--- src/rtl/iopmp_err_capture_pkg.sv ---
// Shared types and encodings for the IOPMP error-capture stage.
package iopmp_pkg;

  localparam int IOPMPRegions = 16;
  localparam int NUM_MASTERS  = 4;
  localparam int NUM_ENTRIES  = IOPMPRegions;
  localparam int RW = (NUM_MASTERS > 1) ? $clog2(NUM_MASTERS) : 1;
  localparam int EW = (NUM_ENTRIES > 1) ? $clog2(NUM_ENTRIES) : 1;

  // Transaction type encodings
  localparam logic [1:0] TTYPE_READ  = 2'd1;
  localparam logic [1:0] TTYPE_WRITE = 2'd2;
  localparam logic [1:0] TTYPE_EXEC  = 2'd3;

  // Error type encodings
  localparam logic [2:0] ETYPE_ILL_READ  = 3'd1;
  localparam logic [2:0] ETYPE_ILL_WRITE = 3'd2;
  localparam logic [2:0] ETYPE_ILL_EXEC  = 3'd3;
  localparam logic [2:0] ETYPE_PARTIAL   = 3'd4;
  localparam logic [2:0] ETYPE_NO_HIT    = 3'd5;

  typedef enum logic {
    IDLE = 1'b0,
    HELD = 1'b1
  } err_state_e;

  typedef struct packed {
    logic                   v;
    logic [1:0]             ttype;
    logic [2:0]             etype;
    logic [RW-1:0]          rrid;
    logic [EW-1:0]          eid;
    logic [33:0]            addr;
    logic [NUM_MASTERS-1:0] svw;
  } error_registers_t;

endpackage

--- src/rtl/iopmp_err_capture_if.sv ---
// Violation event bus from the IOPMP checker into the error-capture stage.
interface iopmp_err_capture_if;
  import iopmp_pkg::*;

  logic          viol_valid_i;
  logic [RW-1:0] viol_rrid_i;
  logic [33:0]   viol_addr_i;
  logic [1:0]    viol_ttype_i;
  logic [2:0]    viol_etype_i;
  logic [EW-1:0] viol_eid_i;

  modport master (
    output viol_valid_i, viol_rrid_i, viol_addr_i,
           viol_ttype_i, viol_etype_i, viol_eid_i
  );

  modport slave (
    input  viol_valid_i, viol_rrid_i, viol_addr_i,
           viol_ttype_i, viol_etype_i, viol_eid_i
  );
endinterface

--- src/rtl/iopmp_err_capture_sat_cnt.sv ---
// Saturating up-counter; clear wins over increment.
module iopmp_sat_cnt #(
  parameter int W = 8
) (
  input  logic         clk,
  input  logic         rst_n,
  input  logic         inc_i,
  input  logic         clr_i,
  output logic [W-1:0] cnt_o
);

  logic [W-1:0] cnt_q, cnt_d;

  // Next count: clear, else increment unless already at all-ones
  always_comb begin
    cnt_d = cnt_q;
    if (clr_i) begin
      cnt_d = '0;
    end else if (inc_i && (cnt_q != {W{1'b1}})) begin
      cnt_d = cnt_q + 1'b1;
    end
  end

  // Count register
  always_ff @(posedge clk or negedge rst_n) begin
    if (!rst_n) cnt_q <= '0;
    else        cnt_q <= cnt_d;
  end

  assign cnt_o = cnt_q;

endmodule

--- src/rtl/iopmp_err_capture.sv ---
// Sticky first-fault error record for the IOPMP control port.
// Optional multi-fault requestor bitmap (svw) enabled by IOPMP_ERR_MFR_EN;
// without it error_report_o.svw stays 0.
//
// state | meaning
// IDLE  | record empty, next violation is captured
// HELD  | record valid, later violations only counted
module iopmp_err_capture
  import iopmp_pkg::*;
#(
  parameter int OVF_CNT_W = 8
) (
  input  logic                  clk,
  input  logic                  reset,
  iopmp_err_capture_if.slave    viol,
  input  logic                  err_clr_i,
  input  logic                  intr_en_i,
  output error_registers_t      error_report_o,
  output logic [OVF_CNT_W-1:0]  ovf_cnt_o,
  output logic                  intr_o
);

  err_state_e       state_q, state_d;
  error_registers_t rec_q, rec_d, new_rec;
  logic             intr_q, intr_d;
  logic             cnt_inc, cnt_clr;

  // Record image of the incoming violation; svw always starts empty
  always_comb begin
    new_rec       = '0;
    new_rec.v     = 1'b1;
    new_rec.ttype = viol.viol_ttype_i;
    new_rec.etype = viol.viol_etype_i;
    new_rec.rrid  = viol.viol_rrid_i;
    new_rec.eid   = viol.viol_eid_i;
    new_rec.addr  = viol.viol_addr_i;
  end

  // Next state, record and counter controls; a clear is applied before a coincident capture
  always_comb begin
    state_d = state_q;
    rec_d   = rec_q;
    cnt_inc = 1'b0;
    cnt_clr = 1'b0;
    case (state_q)
      IDLE: begin
        if (viol.viol_valid_i) begin
          rec_d   = new_rec;
          state_d = HELD;
        end
      end
      HELD: begin
        if (err_clr_i) begin
          cnt_clr = 1'b1;
          if (viol.viol_valid_i) begin
            rec_d = new_rec;
          end else begin
            rec_d   = '0;
            state_d = IDLE;
          end
        end else if (viol.viol_valid_i) begin
          cnt_inc = 1'b1;
`ifdef IOPMP_ERR_MFR_EN
          rec_d.svw[viol.viol_rrid_i] = 1'b1;
`endif
        end
      end
      default: begin
        state_d = IDLE;
        rec_d   = '0;
      end
    endcase
    intr_d = rec_d.v & intr_en_i;
  end

  // State, record and interrupt registers
  always_ff @(posedge clk or negedge reset) begin
    if (!reset) begin
      state_q <= IDLE;
      rec_q   <= '0;
      intr_q  <= 1'b0;
    end else begin
      state_q <= state_d;
      rec_q   <= rec_d;
      intr_q  <= intr_d;
    end
  end

  iopmp_sat_cnt #(.W(OVF_CNT_W)) u_ovf_cnt (
    .clk   (clk),
    .rst_n (reset),
    .inc_i (cnt_inc),
    .clr_i (cnt_clr),
    .cnt_o (ovf_cnt_o)
  );

  assign error_report_o = rec_q;
  assign intr_o         = intr_q;

endmodule

--- src/flat_wrapper.sv ---
// flat-port wrapper written by rule: the top's interface ports become plain ports
module iopmp_err_capture_flat import iopmp_pkg::*;
#(
  parameter int OVF_CNT_W = 8
)
  (clk, reset, err_clr_i, intr_en_i, error_report_o, ovf_cnt_o, intr_o, viol_viol_valid_i, viol_viol_rrid_i, viol_viol_addr_i, viol_viol_ttype_i, viol_viol_etype_i, viol_viol_eid_i);
  iopmp_err_capture_if viol_i ();
  input  logic clk;
  input  logic reset;
  input  logic err_clr_i;
  input  logic intr_en_i;
  output error_registers_t error_report_o;
  output logic [OVF_CNT_W-1:0] ovf_cnt_o;
  output logic intr_o;
  input wire logic [$bits(viol_i.viol_valid_i)-1:0] viol_viol_valid_i;
  input wire logic [$bits(viol_i.viol_rrid_i)-1:0] viol_viol_rrid_i;
  input wire logic [$bits(viol_i.viol_addr_i)-1:0] viol_viol_addr_i;
  input wire logic [$bits(viol_i.viol_ttype_i)-1:0] viol_viol_ttype_i;
  input wire logic [$bits(viol_i.viol_etype_i)-1:0] viol_viol_etype_i;
  input wire logic [$bits(viol_i.viol_eid_i)-1:0] viol_viol_eid_i;
  assign viol_i.viol_valid_i = viol_viol_valid_i;
  assign viol_i.viol_rrid_i = viol_viol_rrid_i;
  assign viol_i.viol_addr_i = viol_viol_addr_i;
  assign viol_i.viol_ttype_i = viol_viol_ttype_i;
  assign viol_i.viol_etype_i = viol_viol_etype_i;
  assign viol_i.viol_eid_i = viol_viol_eid_i;
  iopmp_err_capture #(.OVF_CNT_W(OVF_CNT_W)) u_core (.clk(clk), .reset(reset), .viol(viol_i), .err_clr_i(err_clr_i), .intr_en_i(intr_en_i), .error_report_o(error_report_o), .ovf_cnt_o(ovf_cnt_o), .intr_o(intr_o));
endmodule
--- config.mk ---
export PLATFORM = sky130hd
export DESIGN_NAME = iopmp_err_capture_flat
export DESIGN_NICKNAME = d
export VERILOG_FILES = /design/src/rtl/iopmp_err_capture_pkg.sv /design/src/rtl/iopmp_err_capture_if.sv /design/src/rtl/iopmp_err_capture_sat_cnt.sv /design/src/rtl/iopmp_err_capture.sv /design/src/flat_wrapper.sv
export SDC_FILE = /design/constraint.sdc
export NUM_CORES = 1
export LEC_CHECK = 0
export ABC_CLOCK_PERIOD_IN_PS = 2200
export CORE_MARGIN = 1
export CORE_UTILIZATION = 43
export DETAILED_ROUTE_END_ITERATION = 10
export GPL_ROUTABILITY_DRIVEN = 0
export GPL_TIMING_DRIVEN = 0
export HOLD_SLACK_MARGIN = 0.12
export PLACE_DENSITY = 0.86
export SYNTH_ARGS = -nofsm -noshare
export SYNTH_HDL_FRONTEND = slang
export SYNTH_SLANG_ARGS = --single-unit
--- constraint.sdc ---
create_clock -name clk -period 2.2 [get_ports clk]
set_input_delay 0.33 -clock clk [delete_from_list [all_inputs] [get_ports clk]]
set_output_delay 0.33 -clock clk [all_outputs]
set_load 0.1 [all_outputs]
==> metrics.txt, run 1 <==
status finished clean; Starting DRT DRC Count ~100; Arrival @ worst endpoint 1.82 ns; Final Critical Period approximately 2.1 ns; hold slack 0.262 ns; pre-CTS setup slack roughly 0.25 ns; Setup Buffers After CTS 0; Top delay family on crit path buffers and inverters; fmax 0.465 GHz; R2R setup slack 0.66 ns; RSZ-0062 raised after global routing no; initial antenna violation count 0; Tightest Pin Transition 0.995 ns; fraction of registers with async set or reset after synthesis 100%; root buffer cell clkbuf_8; hold_sp err_clr_i; Distinct cells, synth 33; Core ar. 5070 µm²; crit path setup slack, layout a little over 0.05 ns; H-tree depth 2; crit start category register; width of the chip 74.6 µm; count of non-filler cells in the finished layout 359; final wirelength 5370 µm; Final Hold Viols 0; P per Cell Area 879 nW/µm²; synthesized instance count 174; global route overflow 0; layout cell share with drive strength beyond 1 under 10%; GRT Total Usage around 19%; Max VDD drop 0.473 mV; clk buf depth 2; Diodes inserted 0; max_cap viols 0; wire length per cell 15.0 µm; die height 74.6 µm; vias in the first global route 1778; first-pass GRT wire length 8170 µm; Slowest-stage cell, CP clkdlybuf4s50_1; hold path depth 2; hpwl dp between 3000 and 4000 µm; setup violators final 0; Post-synth EDFFs 0; TritonRoute pass-1 iters 4; area grow syn2layout 54.6%; period utilisation layout 97.7%; Final Slew Violations 0; via count 1853; # port buffers 102; Vias/cell 5.16; Leak around 0.0016 µW; die area 5560 µm²; Worst setup EP type primary output; Clock transition at path regs 0.10 ns; ys flop type dfrtp_1; Reg2Reg Capture Point u_core.u_ovf_cnt.cnt_o[0]; slew margin rel. 33.4%; TritonCTS clock tree built; clock sink count 56; synth warn 0; CP bufs+invs 1; Reg2Reg Launch Point u_core.u_ovf_cnt.cnt_o[0]; row count 26; # IOs 109; pin count of the biggest net entering global routing 32; Hold Path End u_core.u_ovf_cnt.cnt_o[4]; Worst-Skew Late Latency 0.29 ns; Crit Path Class register to primary output; Avg Synthesized Cell Area 13.0 µm²; reg2reg path depth 5; Cell Area, Synth roughly 2300 µm²; Starting Density 44.6%; sequential share of the synthesized area 61.8%; critical path required time 1.87 ns; # placed instances 350; CP max FO 2; post-route DRC violation count 0; CP Cell Sequence clkdlybuf4s50_1; DRT antenna net count 0; Largest stage delay, worst path 1.15 ns; Setup Skew 0.00489 ns; Num CTS Buffers 5; Hold Path Class input port to register; Yosys reg bits 56; fin nets roughly 340
how the worst max path moves through the flow:
stage / start / to / slack, ns / depth (start not counted)
2_1_floorplan: u_core.u_ovf_cnt.cnt_o[0] / u_core.u_ovf_cnt.cnt_o[0] / 0.16 / 5
3_3_place_gp: reset / u_core.u_ovf_cnt.cnt_o[2] / -0.85 / 1
3_5_place_dp: u_core.u_ovf_cnt.cnt_o[7] / ovf_cnt_o[7] / 0.25 / 1
4_1_cts: u_core.error_report_o[41] / error_report_o[41] / 0.03 / 1
5_1_grt: u_core.error_report_o[45] / error_report_o[45] / 0.005 / 1
6_report: u_core.error_report_o[45] / error_report_o[45] / 0.05 / 1
metrics by stage:
step | power, µW | util, % | area, µm² | TNS, ns
3_5_place_dp | 2540 | 67.0 | 3400 | 0
2_1_floorplan | 2170 | - | 2280 | 0
5_1_grt | 3200 | 69.0 | 3500 | 0
4_1_cts | 3110 | 68.9 | 3490 | 0
6_report | 3080 | 69.0 | 3500 | 0
3_3_place_gp | 2520 | 66.7 | 3390 | -47.59
area by class of cell:
type / instances / area [µm²]
sequential: 56 / 1400
tap: 70 / 87.6
clock buffer: 7 / 86.3
timing repair buffer: 104 / 1040
fill: 401 / 1570
buffer: 16 / 129
inverter: 6 / 22.5
clock inverter: 1 / 7.51
multi-input combinational: 99 / 724
synthesized netlist by cell type (all sizes together) (2+ instances only):
cell / number / area share, %
a21oi: 6 / 1.3
a22o: 45 / 17
and2: 2 / 0.66
buf: 15 / 5.5
dfrtp: 56 / 62
inv: 6 / 0.99
mux2i: 2 / 1.0
nand2: 5 / 0.83
nand2b: 3 / 0.83
nand3: 2 / 0.44
nand4: 3 / 0.83
nor2: 4 / 0.66
nor3: 2 / 0.44
o211ai: 2 / 0.66
o21ai: 6 / 1.3
o22ai: 2 / 0.55
or3: 2 / 0.55
repair_timing:
action                                  in CTS  in global routing
gates resized for setup                      8                  3
endpoints found under the setup margin       8                  3
hold endpoints to repair                    25                  0
hold buffers                                 1                  0
cells in the final DEF, fill, tap and decap left out, drive strengths merged, types with 2 or more instances in the layout:
cell | Yosys | layout
clkdlybuf4s50 | 0 | 90
nor2 | 4 | 4
o22ai | 2 | 2
or3 | 2 | 2
nand4 | 3 | 3
buf | 15 | 17
dfrtp | 56 | 56
dlygate4sd2 | 0 | 8
nand3 | 2 | 2
mux2i | 2 | 2
clkbuf | 1 | 8
conb | 1 | 4
dlymetal6s2s | 0 | 3
and2 | 2 | 2
o211ai | 2 | 2
nor3 | 2 | 2
nand2 | 5 | 5
inv | 6 | 6
a22o | 45 | 45
o21ai | 6 | 6
nand2b | 3 | 3
a21oi | 6 | 6
per-layer routing:
layer  vias to the layer above  track usage [%]  wire [µm]
met4                         0             5.03         37
met2                        75             33.3       2730
met5                         -                0          0
met3                         4             4.88        405
li1                        867                -          -
met1                       907             23.9       2200
power breakdown:
part | total, µW | internal, µW | switching (µW)
Sequential | 1200 | 1130 | 66.3
Clock | 563 | 256 | 307
Combinational | 1320 | 348 | 969
cell families after synthesis:
kind of cell    share of synthesized area (%)
compound gates                           22.3
flops                                    61.8
simple gates                             7.01
buf+inv                                  6.68
mux                                      1.05
fa+ha+maj                               0.552
other cells                             0.165
xor+xnor                                0.387
sequential cells by signal, indices dropped and copies added (netlist names):
register                count
u_core.u_ovf_cnt.cnt_o      8
u_core.state_q              1
u_core.intr_o               1
u_core.error_report_o      46
Power figures use the tool's default switching activity.
==> inputs of run 2 (changes only) <==
--- a/config.mk
+++ b/config.mk
@@ -13,6 +13,7 @@
 export GPL_TIMING_DRIVEN = 0
 export HOLD_SLACK_MARGIN = 0.12
 export PLACE_DENSITY = 0.86
+export SKIP_CTS_REPAIR_TIMING = 1
 export SYNTH_ARGS = -nofsm -noshare
 export SYNTH_HDL_FRONTEND = slang
 export SYNTH_SLANG_ARGS = --single-unit
==> metrics.txt, run 2 (synthesized netlist as in run 1, its figures left out) <==
clk buf depth 2 (unchanged); Max VDD drop 0.473 mV (about the same); fmax 0.465 GHz (unchanged); area grow syn2layout 55.9%; Final Hold Viols 0 (unchanged); commonest non-fill, non-tap cell in the layout clkdlybuf4s50_1; CP max FO 2 (unchanged); row count 26 (unchanged); max_cap viols 0 (unchanged); slew margin rel. 33.4% (unchanged); Leak 0.00170 µW (+6.4%); first-pass GRT wire length 8130 µm (-0.50%); crit start category register; clock sink count 56 (unchanged); Num CTS Buffers 5 (unchanged); P per Cell Area 872 nW/µm² (-0.69%); initial antenna violation count 0 (unchanged); fin nets 339 (unchanged); wire length per cell 15.0 µm (+0.32%); status finished clean; Worst-Skew Late Latency 0.29 ns (about the same); most frequent cells in the layout clkdlybuf4s50_1, dfrtp_1, a22o_1; pin count of the biggest net entering global routing 32 (unchanged); utilization after layout 69.6% (+0.59 points); DRT antenna net count 0 (unchanged); global route overflow 0 (unchanged); critical path required time 1.87 ns (about the same); setup violators final 0 (unchanged); # port buffers 102 (unchanged); Hold Path Class input port to register; Post-Route Setup TNS 0 ns (unchanged); TritonRoute pass-1 iters 4 (unchanged); dpl cell area 3400 µm² (unchanged); Worst setup EP type primary output; Crit Path Class register to primary output; Starting Density 44.6% (unchanged); via count 1854 (+0.054%); Largest register FFs 46 (unchanged); width of the chip 74.6 µm (unchanged); Arrival @ worst endpoint 1.82 ns (about the same); CP bufs+invs 1 (unchanged); final wirelength 5390 µm (+0.32%); Tightest Pin Transition 0.995 ns (unchanged); root buffer cell clkbuf_8; vias in the first global route 1772 (-0.34%); GRT Total Usage 19.1% (-0.087 points); Core ar. 5070 µm² (unchanged); die height 74.6 µm (unchanged); period utilisation layout 97.7% (unchanged); final instance area 3530 µm² (+0.86%); Final Critical Period 2.15 ns (unchanged); hpwl dp 3990 µm (unchanged); Vias/cell 5.16 (about the same); post-route DRC violation count 0 (unchanged); crit path setup slack, layout 0.0516 ns (unchanged); CP Cell Sequence clkdlybuf4s50_1; Starting DRT DRC Count 110 (+11%); Largest stage delay, worst path 1.15 ns (about the same); Diodes inserted 0 (unchanged); Setup Skew 0.00529 ns (+0.000395 ns); Slowest-stage cell, CP clkdlybuf4s50_1; pre-CTS setup slack 0.254 ns (unchanged); H-tree depth 2 (unchanged); Top delay family on crit path buffers and inverters; Clock transition at path regs 0.10 ns (about the same); TritonCTS clock tree built; die area 5560 µm² (unchanged); Final Slew Violations 0 (unchanged); Tot Pwr 3080 µW (+0.16%); layout cell share with drive strength beyond 1 9.69% (unchanged); RSZ-0062 raised after global routing no; # IOs 109 (unchanged)
run 2: cell types whose count changed in the layout (fill, tap and decap cells not counted), sizes merged:
cell	delta
dlygate4sd2	-8
dlymetal6s2s	+8
run 2: final cells by class:
class                      count  area, µm²
buffer                        16        129
clock buffer                   7       86.3
clock inverter                 1       7.51
fill                         395       1540
inverter                       6       22.5
multi-input combinational     99        724
sequential                    56       1400
tap                           70       87.6
timing repair buffer         104       1070
run 2: path summary, 6_finish.rpt:
check                      cells past startpoint                         to                 startpoint  slack, ns
max                                            1         error_report_o[45]  u_core.error_report_o[45]       0.05
min                                            2  u_core.u_ovf_cnt.cnt_o[4]                  err_clr_i       0.26
max reg2reg                                    5  u_core.u_ovf_cnt.cnt_o[0]  u_core.u_ovf_cnt.cnt_o[0]       0.66
min reg2reg                                    1   u_core.error_report_o[9]   u_core.error_report_o[9]       0.50
max in group asynchronous                      3  u_core.error_report_o[10]                      reset       1.08
min in group asynchronous                      2  u_core.error_report_o[33]                      reset       0.56
run 2: per-layer routing:
| metal | GRT usage (%) | routed length [µm] | up-vias |
|---|---|---|---|
| met4 | 5.03 | 37 | 0 |
| met2 | 33.1 | 2740 | 68 |
| met3 | 4.74 | 387 | 4 |
| met1 | 23.9 | 2220 | 914 |
| li1 | - | - | 868 |
| met5 | 0 | 0 | - |
run 2: where the power goes:
group          internal, µW  switching, µW  total (µW)
Combinational           352            969        1320
Clock                   256            307         563
Sequential             1130           66.2        1200
Total                  1740           1340        3080
run 2: through the flow:
step / std cells / hold slack [ns]
after floorplan: 177 / 0.0344
after global placement: 349 / 0.481
after detailed placement: 350 / 0.370
after CTS: 358 / 0.0394
after global routing: 359 / 0.252
final: 359 / 0.262
==> inputs of run 3 (changes only) <==
--- a/config.mk
+++ b/config.mk
@@ -14,6 +14,7 @@
 export HOLD_SLACK_MARGIN = 0.12
 export PLACE_DENSITY = 0.86
 export SKIP_CTS_REPAIR_TIMING = 1
+export SKIP_LAST_GASP = 1
 export SYNTH_ARGS = -nofsm -noshare
 export SYNTH_HDL_FRONTEND = slang
 export SYNTH_SLANG_ARGS = --single-unit
==> results of run 3 <==
Same layout as run 2: the final DEF is identical, and so are final timing and power.
